**src/rtl/regfile_pkg.sv**
```systemverilog
// Default sizing constants and the scoreboard counter type shared by the
// register file and its per-register pending counters.
package regfile_pkg;

  localparam int DATA_WIDTH_DEF = 32;
  localparam int ADDR_WIDTH_DEF = 5;
  localparam int REG_DEPTH_DEF  = 32;
  localparam int NUM_RD_DEF     = 2;
  localparam int DBG_REG_DEF    = 10;
  localparam int CNT_W_DEF      = 2;

  typedef logic [CNT_W_DEF-1:0] cnt_t;

endpackage

```
**src/rtl/regfile_sb_cnt.sv**
```systemverilog
// Pending-write counter for one register: issue increments, writeback
// decrements, a simultaneous pair cancels, and it never wraps in either direction.
module regfile_sb_cnt
  import regfile_pkg::*;
#(
  parameter int CNT_W = CNT_W_DEF
) (
  input  logic             clk,
  input  logic             rst_n,
  input  logic             inc,
  input  logic             dec,
  output logic [CNT_W-1:0] count,
  output logic             at_max,
  output logic             underflow
);

  assign at_max    = &count;
  assign underflow = dec && (count == '0);

  always_ff @(posedge clk or negedge rst_n) begin
    if (!rst_n) begin
      count <= '0;
    end else if (inc && !dec && !at_max) begin
      count <= count + CNT_W'(1);
    end else if (dec && !inc && (count != '0)) begin
      count <= count - CNT_W'(1);
    end
  end

endmodule

```
**src/rtl/regfile_sb.sv**
```systemverilog
// Register file with write-through forwarding and a per-register scoreboard
// that tracks outstanding writes reserved at issue time.
module regfile_sb
  import regfile_pkg::*;
#(
  parameter int DATA_WIDTH = DATA_WIDTH_DEF,
  parameter int ADDR_WIDTH = ADDR_WIDTH_DEF,
  parameter int REG_DEPTH  = REG_DEPTH_DEF,
  parameter int NUM_RD     = NUM_RD_DEF,
  parameter int DBG_REG    = DBG_REG_DEF,
  parameter int CNT_W      = CNT_W_DEF
) (
  input  logic                                clk,
  input  logic                                rst_n,
  input  logic [NUM_RD-1:0][ADDR_WIDTH-1:0]   rd_addr,
  output logic [NUM_RD-1:0][DATA_WIDTH-1:0]   rd_data,
  output logic [NUM_RD-1:0]                   rd_busy,
  input  logic                                we,
  input  logic [ADDR_WIDTH-1:0]               wa,
  input  logic [DATA_WIDTH-1:0]               wd,
  input  logic                                iss_valid,
  input  logic [ADDR_WIDTH-1:0]               iss_rd,
  output logic                                iss_ready,
  output logic [DATA_WIDTH-1:0]               dbg_data,
  output logic                                err
);

  localparam logic [ADDR_WIDTH:0] DEPTH = (ADDR_WIDTH+1)'(REG_DEPTH);

  function automatic logic in_range(input logic [ADDR_WIDTH-1:0] a);
    return {1'b0, a} < DEPTH;
  endfunction

  logic [DATA_WIDTH-1:0] regs [REG_DEPTH];
  logic [CNT_W-1:0]      cnt  [REG_DEPTH];
  logic [REG_DEPTH-1:0]  at_max;
  logic [REG_DEPTH-1:0]  unflw;
  logic                  wb_ok;
  logic                  iss_hit;
  logic                  iss_acc;
  logic                  bad_addr;

  assign wb_ok    = we && (wa != '0) && in_range(wa);
  assign iss_hit  = iss_valid && (iss_rd != '0) && in_range(iss_rd);
  assign bad_addr = (we && !in_range(wa)) || (iss_valid && !in_range(iss_rd));

  // A full counter still accepts an issue when a writeback frees a slot this cycle.
  assign iss_ready = !(iss_hit && at_max[iss_rd] && !(wb_ok && (wa == iss_rd)));
  assign iss_acc   = iss_hit && iss_ready;

  assign cnt[0]    = '0;
  assign at_max[0] = 1'b0;
  assign unflw[0]  = 1'b0;

  for (genvar r = 1; r < REG_DEPTH; r++) begin : g_cnt
    regfile_sb_cnt #(.CNT_W(CNT_W)) u_cnt (
      .clk       (clk),
      .rst_n     (rst_n),
      .inc       (iss_acc && (iss_rd == ADDR_WIDTH'(r))),
      .dec       (wb_ok && (wa == ADDR_WIDTH'(r))),
      .count     (cnt[r]),
      .at_max    (at_max[r]),
      .underflow (unflw[r])
    );
  end

  always_ff @(posedge clk or negedge rst_n) begin
    if (!rst_n) begin
      for (int r = 0; r < REG_DEPTH; r++) regs[r] <= '0;
    end else if (wb_ok) begin
      regs[wa] <= wd;
    end
  end

  always_ff @(posedge clk or negedge rst_n) begin
    if (!rst_n) begin
      err <= 1'b0;
    end else if (bad_addr || (|unflw)) begin
      err <= 1'b1;
    end
  end

  always_comb begin
    rd_data = '0;
    rd_busy = '0;
    for (int i = 0; i < NUM_RD; i++) begin
      if ((rd_addr[i] != '0) && in_range(rd_addr[i])) begin
        if (wb_ok && (wa == rd_addr[i])) begin
          rd_data[i] = wd;
          rd_busy[i] = cnt[rd_addr[i]] > CNT_W'(1);
        end else begin
          rd_data[i] = regs[rd_addr[i]];
          rd_busy[i] = cnt[rd_addr[i]] != '0;
        end
      end
    end
  end

  assign dbg_data = regs[DBG_REG];

endmodule

```
**config.mk**
```make
export PLATFORM = sky130hd
export DESIGN_NAME = regfile_sb
export DESIGN_NICKNAME = d
export VERILOG_FILES = /design/src/rtl/regfile_pkg.sv /design/src/rtl/regfile_sb_cnt.sv /design/src/rtl/regfile_sb.sv
export SDC_FILE = /design/constraint.sdc
export NUM_CORES = 2
export LEC_CHECK = 0
export CAP_MARGIN = 20
export CORE_UTILIZATION = 50
export CTS_BUF_LIST = sky130_fd_sc_hd__clkbuf_4 sky130_fd_sc_hd__clkbuf_8 sky130_fd_sc_hd__clkbuf_16
export CTS_CLUSTER_DIAMETER = 30
export DETAILED_ROUTE_END_ITERATION = 10
export GPL_TIMING_DRIVEN = 0
export PLACE_DENSITY = 0.78
export RECOVER_POWER = 100
export SKIP_CTS_REPAIR_TIMING = 1
export SLEW_MARGIN = 30
export SYNTH_ARGS = -nofsm -noshare
export SYNTH_HDL_FRONTEND = slang
export SYNTH_HIERARCHICAL = 1
export SYNTH_SLANG_ARGS = --single-unit
```
**constraint.sdc**
```tcl
create_clock -name clk -period 3.9 [get_ports clk]
set_clock_uncertainty 0.15 [all_clocks]
set_input_delay 0.78 -clock clk [delete_from_list [all_inputs] [get_ports clk]]
set_output_delay 0.78 -clock clk [all_outputs]
set_load 0.005 [all_outputs]
```
==> implementation parameters <==
Parameter                              Value

Finish
  Filler instances ... 8043
  Fraction of layout cells with a size suffix above 1 ... 0.484
  Final nets ... ~5200
  Synth-to-layout area growth ... 28.1%

Critical path
  Worst path buffer plus inverter count ... 4
  Endpoint kind of the worst setup timing path ... output port
  Delay of the slowest cell on the worst path ... 620 ps
  Critical path, cell by cell ... clkbuf_2 > or2_2 > clkbuf_4 > buf_2 > o22ai_1 > nor3_1 > nor2_1 > clkdlybuf4s50_1
  Gate family responsible for the most delay along the worst path ... buffers and inverters
  Kind of start point of the critical path ... input port
  Startpoint-to-endpoint class of the critical path ... in -> out
  Crit-path slowest cell ... clkdlybuf4s50_1
  Maximum net fanout on the critical path ... 10
  Crit path arrival time ... ~3600 ps
  Required time of the worst setup path ... 2970 ps

Timing
  Least setup slack across all paths after layout ... -584 ps
  Tightest slew margin relative to the limit ... -0.255
  Worst-case hold slack ... 305 ps
  Unrepaired setup endpoints after global routing ... yes
  Max Slew Vio Count ... ~320
  Number of hold violations in the final report ... 0
  Slew at the pin closest to its max-slew limit ... 1880 ps
  Maximum frequency from static timing analysis ... about 220 MHz
  Minimum clock period after layout ... 4480 ps
  Setup violators final ... 52
  Tcrit/Tclk final ... 1.15

Yosys
  Average cell area after synthesis ... 13.2 um2
  Syn nets ... 4691
  Unique cell type count in the Yosys netlist ... 53
  Number of synthesized register bits ... 1087
  Most frequent cell after synthesis ... dfrtp_1
  Cells after synthesis ... 4635
  Fraction of registers with async set or reset after synthesis ... 1.00
  Top_reg_cell synth ... dfrtp_1
  Synth area leader ... dfrtp_1
  Number of enable flip-flop cells after synthesis ... 0
  Yosys warning count ... 6
  Commonest cells in the netlist ... dfrtp_1 (1087), mux2_2 (874), mux4_2 (511), nand2_1 (419), clkbuf_1 (270)
  Mapped cell area ... ~61000 um2
  Sequential fraction of the synthesis area ... 0.446
  Leading post-synthesis cells by cell area ... dfrtp_1 (45%), mux4_2 (19%), mux2_2 (16%)
  Synth top area share ... 0.446

GRT
  Global-route wire length before repair ... 346 mm
  Number of global-route vias before repair ... 49000
  Number of antenna violations at the first check in global routing ... 22
  Pin count of the biggest net entering global routing ... 125
  Sum of overflow across all layers after global routing ... 0
  GRT Overall Usage ... 0.399

Route
  Remaining design rule violation count ... 1
  Vias ... 51400
  Initial DRC count ... 9161
  Antenna Nets Post-Route ... 0
  Average via count per standard cell ... 7.31
  Drt total wl ... 262 mm
  Detailed-router iteration count before antenna repair ... 11
  Average routed wire per standard cell ... ~37 um

Floorplanning
  Horizontal extent of the die ... 351 um
  Count of boundary I/O pins ... 156
  Die height ... 351 um
  Starting Density ... 0.506
  Standard cell core area ... about 120000 um2
  Total number of placement rows ... approximately 130
  Die area ... 123000 um2

Hold path
  Path class of the lowest-slack min-delay path ... in -> async

Placement
  Sum of net half-perimeters after detailed placement ... between 150 and 200 mm
  Place WS ... -2210 ps
  Routability-driven placement congestion ratio ... 1.04
  Port Buf Inserts ... 143

Clock network
  Total number of H-tree levels ... 4
  Root buffer cell ... clkbuf_16
  Clock-pin slew of the registers on the worst-case setup and hold paths ... 50 ps
  Buffers from clock root to sink, at most ... 3
  CTS Buf Count ... about 230
  Number of sinks on the clock net ... 1087
  TritonCTS clock tree ... yes
  Skew-Pair Late Insertion Delay ... 870 ps

Power and ir drop
  Reported leakage power ... 34.5 nW
  Power per cell area ... just under 600 nW/um2
  Max VDD drop ... about 0.00053 V

Run status
  Failing checks ... DRC, capacitance limit, slew limit, setup timing
  Run status ... complete, but fails checks

Run
  Number of max-capacitance violations reported ... 2
-- cell type report --
cell class | instances | area (um2) | area share
diodes | 13 | 32.5 | 0.000416
plain buffers | 497 | 4070 | 0.0521
clock buffers | 283 | 6390 | 0.0818
clock inverters | 163 | 2220 | 0.0284
inverters | 25 | 93.8 | 0.00120
multi-input cells | 3017 | 32800 | 0.419
flip-flops and latches | 1087 | 27200 | 0.349
well taps | 1612 | 2020 | 0.0258
repair buffers | 330 | 3310 | 0.0423
-- metal layers --
| layer | vias up | wire, um | global-route usage |
|---|---|---|---|
| met3 | 1731 | 46300 | 0.205 |
| met5 | - | 445 | 0.00746 |
| met4 | 28 | 24800 | 0.301 |
| met2 | 5335 | 107000 | 0.544 |
| met1 | 25700 | 84100 | 0.476 |
| li1 | 18600 | - | - |
-- layout by cell type (no fill, tap or decap), types with 26 or more instances in the layout --
master	instances
or2b_1	31
a22oi_1	68
clkinvlp_4	29
buf_4	156
nor2b_1	61
nor2_1	117
clkbuf_8	28
buf_8	28
dfrtp_2	39
clkbuf_1	250
and3b_1	31
clkdlybuf4s50_1	60
buf_16	31
buf_12	57
buf_2	26
and2_1	31
clkbuf_16	244
nand2_1	418
o21ai_2	28
dfrtp_1	1048
o21ai_0	75
a22o_1	30
mux2i_1	183
dlymetal6s2s_1	31
nor3_1	80
nand2b_1	34
a21oi_2	59
mux2_2	863
nor3b_1	34
mux4_2	511
clkbuf_4	70
bufinv_16	34
clkinv_2	41
a21oi_1	43
clkbuf_2	47
buf_6	64
-- power by group --
group	total (mW)	internal (mW)	switching [mW]
Combinational	9.14	4.87	4.27
Clock	21.5	14.0	7.43
Sequential	15.4	13.4	1.99
Total	46.0	32.3	13.7
-- registers in the layout (all words and copies together) (netlist names) --
signal	cells
g_cnt.u_cnt/count	62
err	1
dbg_data	32
regs	992
-- worst paths after layout --
check / from / endpoint / slack (ps) / cells past startpoint
max: rd_addr[9] / rd_data[57] / -580 / 8
min: rst_n / dbg_data[4]$_DFFE_PN0P_ / 300 / 2
max reg2reg: g_cnt[1].u_cnt/count[0]$_DFFE_PN0P_ / g_cnt[3].u_cnt/count[1]$_DFFE_PN0P_ / 200 / 11
min reg2reg: regs[995]$_DFFE_PN0P_ / regs[995]$_DFFE_PN0P_ / 330 / 1
max in group asynchronous: rst_n / regs[308]$_DFFE_PN0P_ / 190 / 4
min in group clk: regs[995]$_DFFE_PN0P_ / regs[995]$_DFFE_PN0P_ / 330 / 1
-- stage by stage --
stage	util	TNS, ps	power, mW	instance area (um2)	cells
floorplan	-	0	20.0	61000	4635
global placement	0.535	-	22.7	64500	6390
detailed placement	0.538	-250870	23.1	64800	6401
CTS	0.610	-120960	44.3	73400	6847
global route	0.649	-48300	46.8	78100	7018
finish	0.649	-9690	46.0	78100	7027
-- logic make-up after synthesis --
logic type                after synthesis  synth area share
muxes                                1600             0.385
DFF                                  1087             0.446
and+or+nand+nor                       952            0.0761
buffers and inverters                 531            0.0393
AOI/OAI and AO/OA                     450            0.0514
xor gates and xnor gates               15           0.00215
(Power assumes the default switching activity.)
